<file path="src/rtl/sprite_rom_arbiter_if.sv">
// Bus bundle between the sprite ROM arbiter, its two requesters and the ROM.
// The arbiter uses the slave modport; the requesters/ROM side uses master.
interface sprite_rom_arbiter_if #(
  parameter int unsigned RAM_WIDTH     = 8,
  parameter int unsigned RAM_ADDR_BITS = 14
);
  // Video pixel-fetch requester
  logic                     vid_req;
  logic [RAM_ADDR_BITS-1:0] vid_addr;
  logic                     vid_gnt;
  logic                     vid_valid;
  logic [RAM_WIDTH-1:0]     vid_data;
  // Game-logic requester
  logic                     cpu_req;
  logic [RAM_ADDR_BITS-1:0] cpu_addr;
  logic                     cpu_gnt;
  logic                     cpu_valid;
  logic [RAM_WIDTH-1:0]     cpu_data;
  // ROM port
  logic                     rom_en;
  logic [RAM_ADDR_BITS-1:0] rom_addr;
  logic [RAM_WIDTH-1:0]     rom_data;

  modport slave (
    input  vid_req, vid_addr, cpu_req, cpu_addr, rom_data,
    output vid_gnt, vid_valid, vid_data, cpu_gnt, cpu_valid, cpu_data, rom_en, rom_addr
  );

  modport master (
    output vid_req, vid_addr, cpu_req, cpu_addr, rom_data,
    input  vid_gnt, vid_valid, vid_data, cpu_gnt, cpu_valid, cpu_data, rom_en, rom_addr
  );
endinterface

</file>
<file path="src/rtl/sprite_rom_arbiter.sv">
// Two-port arbiter for a single registered-read sprite ROM. Video has fixed
// priority; the logic requester is aged and, once forced through, keeps the
// ROM for a bounded burst so it cannot starve during active video.
module sprite_rom_arbiter #(
  parameter int unsigned RAM_WIDTH     = 8,
  parameter int unsigned RAM_ADDR_BITS = 14,
  parameter int unsigned MAX_WAIT      = 8,
  parameter int unsigned CPU_BURST     = 4
) (
  input  logic                  clk,
  input  logic                  rst_n,
  sprite_rom_arbiter_if.slave   bus
);

  typedef enum logic [0:0] {StPriVid, StPriCpu} state_e;

  state_e     state_q, state_d;
  logic [7:0] wait_q, wait_d;
  logic [7:0] burst_q, burst_d;
  logic       owner_q, owner_d;      // 0: video, 1: logic
  logic       rd_pend_q, rd_pend_d;  // a ROM read was issued last cycle
  logic       vid_gnt, cpu_gnt, rom_en;

  // Grant decision and priority state transitions
  always_comb begin
    vid_gnt = 1'b0;
    cpu_gnt = 1'b0;
    state_d = state_q;
    burst_d = burst_q;
    case (state_q)
      StPriVid: begin
        if (bus.cpu_req && (wait_q == 8'(MAX_WAIT))) begin
          cpu_gnt = 1'b1;
          burst_d = 8'd1;
          state_d = StPriCpu;
        end else if (bus.vid_req) begin
          vid_gnt = 1'b1;
        end else if (bus.cpu_req) begin
          cpu_gnt = 1'b1;
        end
      end
      StPriCpu: begin
        if (bus.cpu_req && (burst_q < 8'(CPU_BURST))) begin
          cpu_gnt = 1'b1;
          burst_d = burst_q + 8'd1;
        end else begin
          vid_gnt = bus.vid_req;
          burst_d = 8'd0;
          state_d = StPriVid;
        end
      end
      default: state_d = StPriVid;
    endcase
    // No grant may escape while the block is held in reset
    if (!rst_n) begin
      vid_gnt = 1'b0;
      cpu_gnt = 1'b0;
    end
  end

  // Aging counter and return-path bookkeeping
  always_comb begin
    wait_d = wait_q;
    if (cpu_gnt || !bus.cpu_req) begin
      wait_d = 8'd0;
    end else if (wait_q != 8'hff) begin
      wait_d = wait_q + 8'd1;
    end
    rom_en    = vid_gnt | cpu_gnt;
    owner_d   = rom_en ? cpu_gnt : owner_q;
    rd_pend_d = rom_en;
  end

  // State registers; reset drops any in-flight read
  always_ff @(posedge clk or negedge rst_n) begin
    if (!rst_n) begin
      state_q   <= StPriVid;
      wait_q    <= 8'd0;
      burst_q   <= 8'd0;
      owner_q   <= 1'b0;
      rd_pend_q <= 1'b0;
    end else begin
      state_q   <= state_d;
      wait_q    <= wait_d;
      burst_q   <= burst_d;
      owner_q   <= owner_d;
      rd_pend_q <= rd_pend_d;
    end
  end

  assign bus.vid_gnt   = vid_gnt;
  assign bus.cpu_gnt   = cpu_gnt;
  assign bus.rom_en    = rom_en;
  assign bus.rom_addr  = cpu_gnt ? bus.cpu_addr : bus.vid_addr;
  // Valid follows the previous cycle's grant; owner tells whose read it was
  assign bus.vid_valid = rd_pend_q & ~owner_q;
  assign bus.cpu_valid = rd_pend_q & owner_q;
  assign bus.vid_data  = bus.rom_data;
  assign bus.cpu_data  = bus.rom_data;

endmodule

</file>
<file path="src/flat_wrapper.sv">
// flat-port wrapper written by rule: the top's interface ports become plain ports
module sprite_rom_arbiter_flat 
#(
  parameter int unsigned RAM_WIDTH     = 8,
  parameter int unsigned RAM_ADDR_BITS = 14,
  parameter int unsigned MAX_WAIT      = 8,
  parameter int unsigned CPU_BURST     = 4
)
  (clk, rst_n, bus_vid_req, bus_vid_addr, bus_cpu_req, bus_cpu_addr, bus_rom_data, bus_vid_gnt, bus_vid_valid, bus_vid_data, bus_cpu_gnt, bus_cpu_valid, bus_cpu_data, bus_rom_en, bus_rom_addr);
  sprite_rom_arbiter_if #(.RAM_WIDTH(RAM_WIDTH), .RAM_ADDR_BITS(RAM_ADDR_BITS)) bus_i ();
  input  logic clk;
  input  logic rst_n;
  input wire logic [$bits(bus_i.vid_req)-1:0] bus_vid_req;
  input wire logic [$bits(bus_i.vid_addr)-1:0] bus_vid_addr;
  input wire logic [$bits(bus_i.cpu_req)-1:0] bus_cpu_req;
  input wire logic [$bits(bus_i.cpu_addr)-1:0] bus_cpu_addr;
  input wire logic [$bits(bus_i.rom_data)-1:0] bus_rom_data;
  output wire logic [$bits(bus_i.vid_gnt)-1:0] bus_vid_gnt;
  output wire logic [$bits(bus_i.vid_valid)-1:0] bus_vid_valid;
  output wire logic [$bits(bus_i.vid_data)-1:0] bus_vid_data;
  output wire logic [$bits(bus_i.cpu_gnt)-1:0] bus_cpu_gnt;
  output wire logic [$bits(bus_i.cpu_valid)-1:0] bus_cpu_valid;
  output wire logic [$bits(bus_i.cpu_data)-1:0] bus_cpu_data;
  output wire logic [$bits(bus_i.rom_en)-1:0] bus_rom_en;
  output wire logic [$bits(bus_i.rom_addr)-1:0] bus_rom_addr;
  assign bus_i.vid_req = bus_vid_req;
  assign bus_i.vid_addr = bus_vid_addr;
  assign bus_i.cpu_req = bus_cpu_req;
  assign bus_i.cpu_addr = bus_cpu_addr;
  assign bus_i.rom_data = bus_rom_data;
  assign bus_vid_gnt = bus_i.vid_gnt;
  assign bus_vid_valid = bus_i.vid_valid;
  assign bus_vid_data = bus_i.vid_data;
  assign bus_cpu_gnt = bus_i.cpu_gnt;
  assign bus_cpu_valid = bus_i.cpu_valid;
  assign bus_cpu_data = bus_i.cpu_data;
  assign bus_rom_en = bus_i.rom_en;
  assign bus_rom_addr = bus_i.rom_addr;
  sprite_rom_arbiter #(.RAM_WIDTH(RAM_WIDTH), .RAM_ADDR_BITS(RAM_ADDR_BITS), .MAX_WAIT(MAX_WAIT), .CPU_BURST(CPU_BURST)) u_core (.clk(clk), .rst_n(rst_n), .bus(bus_i));
endmodule
</file>
<file path="config.mk">
export PLATFORM = sky130hd
export DESIGN_NAME = sprite_rom_arbiter_flat
export DESIGN_NICKNAME = d
export VERILOG_FILES = /design/src/rtl/sprite_rom_arbiter_if.sv /design/src/rtl/sprite_rom_arbiter.sv /design/src/flat_wrapper.sv
export SDC_FILE = /design/constraint.sdc
export NUM_CORES = 1
export LEC_CHECK = 0
export CORE_UTILIZATION = 41
export DETAILED_ROUTE_END_ITERATION = 10
export PLACE_DENSITY = 0.86
export SKIP_LAST_GASP = 1
export SLEW_MARGIN = 40
export SYNTH_ARGS = -nofsm -noshare
export SYNTH_HDL_FRONTEND = slang
export SYNTH_SLANG_ARGS = --single-unit
</file>
<file path="constraint.sdc">
create_clock -name clk -period 3.7 [get_ports clk]
set_clock_uncertainty 0.15 [all_clocks]
set_input_delay 0.555 -clock clk [delete_from_list [all_inputs] [get_ports clk]]
set_output_delay 0.555 -clock clk [all_outputs]
set_load 0.01 [all_outputs]
</file>
Word level (Yosys, flattened, before mapping). Index checks and enable logic that the tools add are counted.

Output and inout bits: 35. Memories kept: 0. Flip-flop bits (word level): 19. Word-level logic and storage cells: 40. RAM bits: 0. Memory bits (read-only): 0. Input bits: 40. Bits in latches: 0.

Muxes and demuxes: 19. Bitwise operators: 5. Div/mod/pow operators: 0. Reductions and logical operators: 5. $add $sub $neg: 2. $lt $le $gt $ge: 1. Equality and inequality tests: 3. Multipliers: 0. Shift operators: 0.

Operators with widths (count): 8-bit two-way mux (4); 8-bit by 1-bit adder with 8-bit output, second input constant (2); 8-bit case mux with 2 select lines (1); 14-bit two-way mux (1); 1-bit two-way mux (10); 8-bit by 4-bit == test with 1-bit output, second input constant (1); 8-bit by 3-bit less-than comparator with 1-bit output, second input constant (1); 8-bit inequality test, second input constant (1); 1-bit case mux with 2 select lines (3); 1-bit bitwise AND (2); 1-bit logical AND (2); 2-bit by 1-bit inequality test with 1-bit output, second input constant (1); 1-bit NOT (2); 2-bit nonzero test (1); 1-bit zero test (1); 1-bit logical OR (1); 1-bit OR (1).

Logic depth before layout (Yosys ltp). Gate-level depths: netlist (run 1).

Depth after elaboration: 7. Gate-level depth with buffers: 6. Mapped depth without buffers: 5.

Worst setup path before layout (run 1). Ideal clock, no wire load.

Path type: reg-to-output. Start point: register u_core.wait_q[2]. End point: output port bus_rom_addr[10]. Cell stages (with the launch flop): 6. Arrival: 1.914 ns. Path slack: 1.081 ns. Data required time: 2.995 ns. Path buffers: 1. Path through: dfrtp_1 nor4b_4 a41oi_4 a221oi_4 buf_8 mux2_4.

Cells in the longest elaborated chain, start to end: 6.

Ends and longest elaborated chain: start, declared (line sprite_rom_arbiter.sv:18) `logic [7:0] wait_q, wait_d;`; start signal, assigned (line sprite_rom_arbiter.sv:84) `wait_q <= wait_d;`; 8-bit by 4-bit == test with 1-bit output (line sprite_rom_arbiter.sv:32) `if (bus.cpu_req && (wait_q == 8'(MAX_WAIT))) begin`; 1-bit logical AND (line sprite_rom_arbiter.sv:32); 1-bit two-way mux (line sprite_rom_arbiter.sv:32); 1-bit case mux with 2 select lines (line sprite_rom_arbiter.sv:30) `case (state_q)`; 1-bit two-way mux (line sprite_rom_arbiter.sv:55) `if (!rst_n) begin`; 14-bit two-way mux (line sprite_rom_arbiter.sv:94) `assign bus.rom_addr = cpu_gnt ? bus.cpu_addr : bus.vid_addr;`; end, declared (line flat_wrapper.sv:25) `output wire logic [$bits(bus_i.rom_addr)-1:0] bus_rom_addr;`.

Every way passes these cells.

Worst setup path after layout (run 1).
Start point: register u_core.wait_q[4]. End point: output port bus_rom_addr[13].

The elaborated chain is that of the path after synthesis.

==> results.sh, run 1 <==
export IMPL_die_h_um=57.79
export IMPL_fin_util=0.6079
export IMPL_ioPinCount=75
export IMPL_yosysSeqAreaShare=0.3725
export IMPL_cp_depth=6
export IMPL_tns_ns=0
export IMPL_synth_fa_ha_area_frac=0.02941
export IMPL_vias=1004
export IMPL_worst_endpoint_required_ns=2.99
export IMPL_tightest_slew_ns=0.5883
export IMPL_ys_ff_latch=19
export IMPL_syn_nets=161
export IMPL_cts_buffer_depth=2
export IMPL_ctsResizeCount=0
export IMPL_drtIter0Drc=57
export IMPL_top_layer="met4"
export IMPL_area_growth_pct=35.88
export IMPL_synth_edf_count=0
export IMPL_clkLatencyLatePin_ns=0.30
export IMPL_wl_met2_um=1768
export IMPL_grt_pass1_wl_um=4995
export IMPL_vdd_drop_max_mv=0.1196
export IMPL_fin_nets=200
export IMPL_period_needed_ns=3.531
export IMPL_timing_fmax_ghz=0.2832
export IMPL_synth_compound_area_frac=0.1147
export IMPL_synthArstFlopShare=1.000
export IMPL_antenna_cells=0
export IMPL_rr_worst_depth=6
export IMPL_cts_root_buf="clkbuf_4"
export IMPL_worst_r2r_startpoint="u_core.wait_q[0]"
export IMPL_yosysWarnings=0
export IMPL_rows=19
export IMPL_regToRegSetupSlack_ns=1.43
export IMPL_hold_violations=0
export IMPL_synth_area_leader_cell="dfrtp_1"
export IMPL_avgViaCountPerCell=5.369
export IMPL_antenna_found_initial=0
export IMPL_path_max_fanout=15
export IMPL_clock_sinks=19
export IMPL_gp_congestion=0.7822
export IMPL_finalNonFillerCells=187
export IMPL_cts_tree="built"
export IMPL_synthTopCellsByCount="dfrtp_1 (19), buf_4 (16), mux2_4 (10)"
export IMPL_htree_levels=1
export IMPL_cts_hold_fix_buffers=0
export IMPL_p_leak_nw=0.7307
export IMPL_yosysMostFrequentCell="dfrtp_1"
export IMPL_drv_slew=0
export IMPL_crit_chain="nor4b_4 -> a41oi_4 -> a221oi_4 -> buf_12 -> mux2_2 -> clkdlybuf4s50_1"
export IMPL_critPathLaunchType="flip-flop"
export IMPL_critPathKind="reg2out"
export IMPL_synth_top_family_by_area="multiplexers"
export IMPL_setup_violations=0
export IMPL_die_area_um2=3340
export IMPL_cpLargestDelayFamily="buffers and inverters"
export IMPL_rr_endpoint="u_core.wait_q[3]"
export IMPL_power_per_cell_area_nw_per_um2=308.6
export IMPL_synth_xor_area_frac=0.01373
export IMPL_port_buffer_count=50
export IMPL_wl_per_cell_um=17.24
export IMPL_status="finished, violations left"
export IMPL_placed_cells=183
export IMPL_clk_pin_slew_ns=0.11
export IMPL_syn_area_um2=1276
export IMPL_grt_max_degree=22
export IMPL_fp_dieW_um=57.79
export IMPL_cts_made_buffers=3
export IMPL_max_slew_margin_rel=0.5976
export IMPL_drt_total_wl_um=3224
export IMPL_ys_top_cells_by_area="dfrtp_1 (37%), mux2_4 (12%), buf_4 (9.4%)"
export IMPL_gr_total_overflow=0
export IMPL_crit_path_end_kind="output pin"
export IMPL_synth_ff_type="dfrtp_1"
export IMPL_coreArea_um2=2853
export IMPL_fin_crit_sh=0.9542
export IMPL_postLayoutCellArea_um2=1734
export IMPL_postPlaceCellArea_um2=1707
export IMPL_rsz0062_at_grt="false"
export IMPL_remaining_drc_errors=3
export IMPL_timing_critical_path_buf_inv=2
export IMPL_ys_types=36
export IMPL_grt_total_usage=0.1966
export IMPL_yosys_area_share_simple=0.1676
export IMPL_critPathSlowestCell="dfrtp_1"
export IMPL_wl_met1_um=1285
export IMPL_synthMuxAreaShare=0.1686
export IMPL_critPathLaunch="u_core.wait_q[4]"
export IMPL_synth_top_cell_area_share=0.3725
export IMPL_firstDrtPassIters=7
export IMPL_post_cts_buffers=0
export IMPL_grt_pass1_vias=1031
export IMPL_critPathArrivalTime_ns=2.83
export IMPL_drive_above_1_share=0.1538
export IMPL_synthCells=118
export IMPL_syn_area_per_cell_um2=10.82
export IMPL_endpoint="bus_rom_addr[13]"
export IMPL_drv_cap=0
export IMPL_hpwl_um=2622
export IMPL_start_util=0.4474
export IMPL_max_stage_delay_ns=0.49
export IMPL_min_path_type="reg2reg"
export IMPL_met3_length_um=156
export IMPL_violations="DRC"
export IMPL_ant_nets=0
-- how the worst min path moves through the flow --
stage | cells after the start | from | endpoint
after floorplan | 0 | rst_n | u_core.burst_q[0]
final | 1 | u_core.burst_q[7] | u_core.burst_q[7]
after detailed placement | 1 | u_core.burst_q[7] | u_core.burst_q[7]
after global routing | 1 | u_core.burst_q[7] | u_core.burst_q[7]
after CTS | 1 | u_core.burst_q[7] | u_core.burst_q[7]
after global placement | 1 | u_core.burst_q[6] | u_core.burst_q[6]
-- power breakdown --
| group | internal, mW | total (mW) | switching, mW |
|---|---|---|---|
| Clock | 0.0403 | 0.105 | 0.0649 |
| Sequential | 0.228 | 0.249 | 0.0215 |
| Combinational | 0.109 | 0.181 | 0.0716 |
| Total | 0.377 | 0.535 | 0.158 |
-- stage by stage --
stage	power [mW]	worst slack [ns]	hold WS [ns]
floorplan	0.3536	1.081	0.1094
global placement	0.4210	0.2826	0.3231
detailed placement	0.4322	0.1938	0.3254
CTS	0.5380	0.1391	0.3522
global route	0.5599	0.03662	0.3659
finish	0.5352	0.1694	0.3518
-- layer usage --
| metal | global-route usage | vias up |
|---|---|---|
| li1 | - | 476 |
| met3 | 0.04018 | 2 |
| met5 | 0 | - |
| met2 | 0.3605 | 33 |
| met1 | 0.2313 | 493 |
| met4 | 0.05782 | 0 |
-- worst register-to-register path, stage by stage (launching register included) --
cell	delay (ns)
dfrtp_1	0.41
inv_1	0.08
ha_1	0.24
a41oi_4	0.34
a221oi_4	0.14
buf_4	0.19
a2111oi_0	0.54
-- flip-flops by register name, summed over array words and instances (netlist names) --
register	flops
u_core.burst_q	8
u_core.wait_q	8
u_core.owner_q	1
u_core.rd_pend_q	1
u_core.state_q	1
-- cell families (layout without fill, tap and decap cells) --
family,after synthesis,count (layout)
flops,19,19
simple gates,37,37
buf+inv,26,64
compound gates,15,15
fa+ha+maj,3,3
xor+xnor,2,2
mux,16,16
-- cells in the final DEF (no fill, tap or decap), types with 2 or more instances in the layout --
cell type	count
and4_1	2
and2_1	6
nor3_1	6
mux2_4	10
nand4_1	2
nor2_1	7
mux2_2	4
nand2_1	4
inv_1	6
clkbuf_4	3
dfrtp_1	19
a22o_1	2
mux2i_1	2
nand3_1	4
clkdlybuf4s50_1	50
buf_4	2
nor4_1	2
a21oi_1	3
ha_1	3
a2111oi_0	2
-- final cells by class --
type / instances / area (um2)
Sequential cell: 19 / 475.5
Timing Repair Buffer: 53 / 535.5
Inverter: 7 / 26.28
Multi-Input combinational cell: 73 / 630.6
Clock buffer: 3 / 22.52
Fill cell: 238 / 1119
Tap cell: 31 / 38.79
Clock inverter: 1 / 5.005
Note: power is estimated with default switching activity, not from simulation.
==> run 2, diff against run 1 <==
PLACE_DENSITY = 0.95   (was 0.86)
==> results.sh, run 2 (synthesized netlist as in run 1, its figures left out) <==
export IMPL_status="finished, violations left"
export IMPL_violations="DRC"
export IMPL_antenna_found_initial=0
export IMPL_clkLatencyLatePin_ns=0.30
export IMPL_port_buffer_count=50
export IMPL_regToRegSetupSlack_ns=1.62
export IMPL_n_fill_cell=226
export IMPL_setup_violations=0
export IMPL_top_regs="u_core.burst_q x8, u_core.wait_q x8"
export IMPL_clk_pin_slew_ns=0.11
export IMPL_drive_above_1_share=0.1474
export IMPL_period_needed_ns=3.544
export IMPL_max_slew_margin_rel=0.7146
export IMPL_min_to="u_core.burst_q[3]"
export IMPL_hold_violations=0
export IMPL_sequentialPowerShare=0.466
export IMPL_cts_hold_fix_buffers=0
export IMPL_layout_commonest_cell="clkdlybuf4s50_1"
export IMPL_drv_slew=0
export IMPL_critPathArrivalTime_ns=2.84
export IMPL_htree_levels=1
export IMPL_start_util=0.4474
export IMPL_grt_pass1_vias=994
export IMPL_power_switching_uw=152.0
export IMPL_path_max_fanout=15
export IMPL_post_cts_buffers=0
export IMPL_cts_tree="built"
export IMPL_cts_root_buf="clkbuf_4"
export IMPL_cts_buffer_depth=2
export IMPL_power_frac_clock=0.198
export IMPL_vdd_drop_max_mv=0.1259
export IMPL_fin_nets=200
export IMPL_hpwl_um=2630
export IMPL_rows=19
export IMPL_avgViaCountPerCell=5.406
export IMPL_gp_congestion=0.8204
export IMPL_worst_endpoint_required_ns=2.99
export IMPL_critPathLaunchType="flip-flop"
export IMPL_tightest_slew_ns=0.4173
export IMPL_grt_pass1_wl_um=5092
export IMPL_power_per_cell_area_nw_per_um2=305.9
export IMPL_gr_total_overflow=0
export IMPL_rr_endpoint="u_core.wait_q[6]"
export IMPL_worst_r2r_startpoint="u_core.wait_q[2]"
export IMPL_power_uw=530.2
export IMPL_mostFrequentLayoutCells="clkdlybuf4s50_1 (50), dfrtp_1 (19), mux2_4 (10)"
export IMPL_critPathKind="reg2out"
export IMPL_fin_crit_sh=0.9579
export IMPL_fin_util=0.6075
export IMPL_tns_ns=0
export IMPL_p_leak_nw=0.7280
export IMPL_p_sw_frac=0.2867
export IMPL_min_path_type="reg2reg"
export IMPL_multi_input_area_um2=630.6
export IMPL_cts_made_buffers=3
export IMPL_area_growth_pct=35.78
export IMPL_drv_cap=0
export IMPL_die_h_um=57.79
export IMPL_drt_total_wl_um=3219
export IMPL_timing_fmax_ghz=0.2821
export IMPL_p_int_uw=378.1
export IMPL_antenna_cells=0
export IMPL_min_from="u_core.burst_q[3]"
export IMPL_firstDrtPassIters=10
export IMPL_comb_power_share=0.336
export IMPL_rr_worst_depth=5
export IMPL_die_area_um2=3340
export IMPL_hold_depth=1
export IMPL_drtIter0Drc=60
export IMPL_crit_path_end_kind="output pin"
export IMPL_ioPinCount=75
export IMPL_ant_nets=0
export IMPL_wl_per_cell_um=17.21
export IMPL_grt_max_degree=22
export IMPL_ctsResizeCount=0
export IMPL_clock_sinks=19
export IMPL_rsz0062_at_grt="false"
export IMPL_remaining_drc_errors=2
export IMPL_vias=1011
export IMPL_fp_dieW_um=57.79
export IMPL_grt_total_usage=0.1999
export IMPL_register_area_um2=475.5
export IMPL_coreArea_um2=2853
run 2: changes by cell type in the layout (fill, tap and decap cells not counted):
cell      before  now
clkinv_2       1    0
clkbuf_1       0    1
run 2: cell type report:
type                       instances  share of cell area
multi-input combinational         73              0.3639
timing repair buffer              53              0.3090
sequential                        19              0.2744
tap                               31             0.02238
clock buffer                       4             0.01516
inverter                           7             0.01516
run 2: how the worst max path moves through the flow:
stage / cells past startpoint / slack, ns / start / endpoint
final: 6 / 0.16 / u_core.wait_q[2] / bus_rom_addr[13]
after CTS: 6 / 0.15 / u_core.wait_q[2] / bus_rom_addr[13]
after global routing: 6 / 0.03 / u_core.wait_q[2] / bus_rom_addr[13]
after global placement: 6 / 0.28 / bus_cpu_req / bus_rom_addr[2]
after detailed placement: 6 / 0.19 / bus_cpu_req / bus_rom_addr[13]
after floorplan: 5 / 1.08 / u_core.wait_q[2] / bus_rom_addr[10]
run 2: power by group through the flow:
| stage | Combinational (mW) | Clock (mW) | Sequential, mW |
|---|---|---|---|
| finish | 0.178 | 0.105 | 0.247 |
| global route | 0.194 | 0.116 | 0.249 |
| CTS | 0.180 | 0.110 | 0.246 |
| detailed placement | 0.180 | 0 | 0.250 |
| global placement | 0.172 | 0 | 0.247 |
| floorplan | 0.111 | 0 | 0.243 |
run 2: critical path: stages, from the launching register on:
cell and delay (ns):
dfrtp_1 0.49, nor4b_4 0.37, a41oi_4 0.24, a221oi_4 0.41, buf_12 0.20, mux2_2 0.35
clkdlybuf4s50_1 0.48
run 2: metrics by stage:
stage	instance area (um2)	hold WS, ns	worst slack [ns]	instances
after floorplan	1276	0.1094	1.081	118
after CTS	1733	0.3530	0.1515	187
after global placement	1707	0.3238	0.2849	183
final	1733	0.3454	0.1556	187
after detailed placement	1707	0.3218	0.1925	183
after global routing	1733	0.3731	0.03289	187
run 2: metal layers:
layer	share of wire	routed length, um	vias up	track usage
met5	0	0	-	0
met4	0.0068	22	0	0.04422
met3	0.029	93	2	0.03125
met2	0.56	1802	30	0.3804
met1	0.40	1300	502	0.2355
li1	-	-	477	-
==> run 3, diff against run 2 <==
HOLD_SLACK_MARGIN = 0.06   (was default)
==> results of run 3 <==
No change in the layout: final DEF, timing and power equal those of run 2.
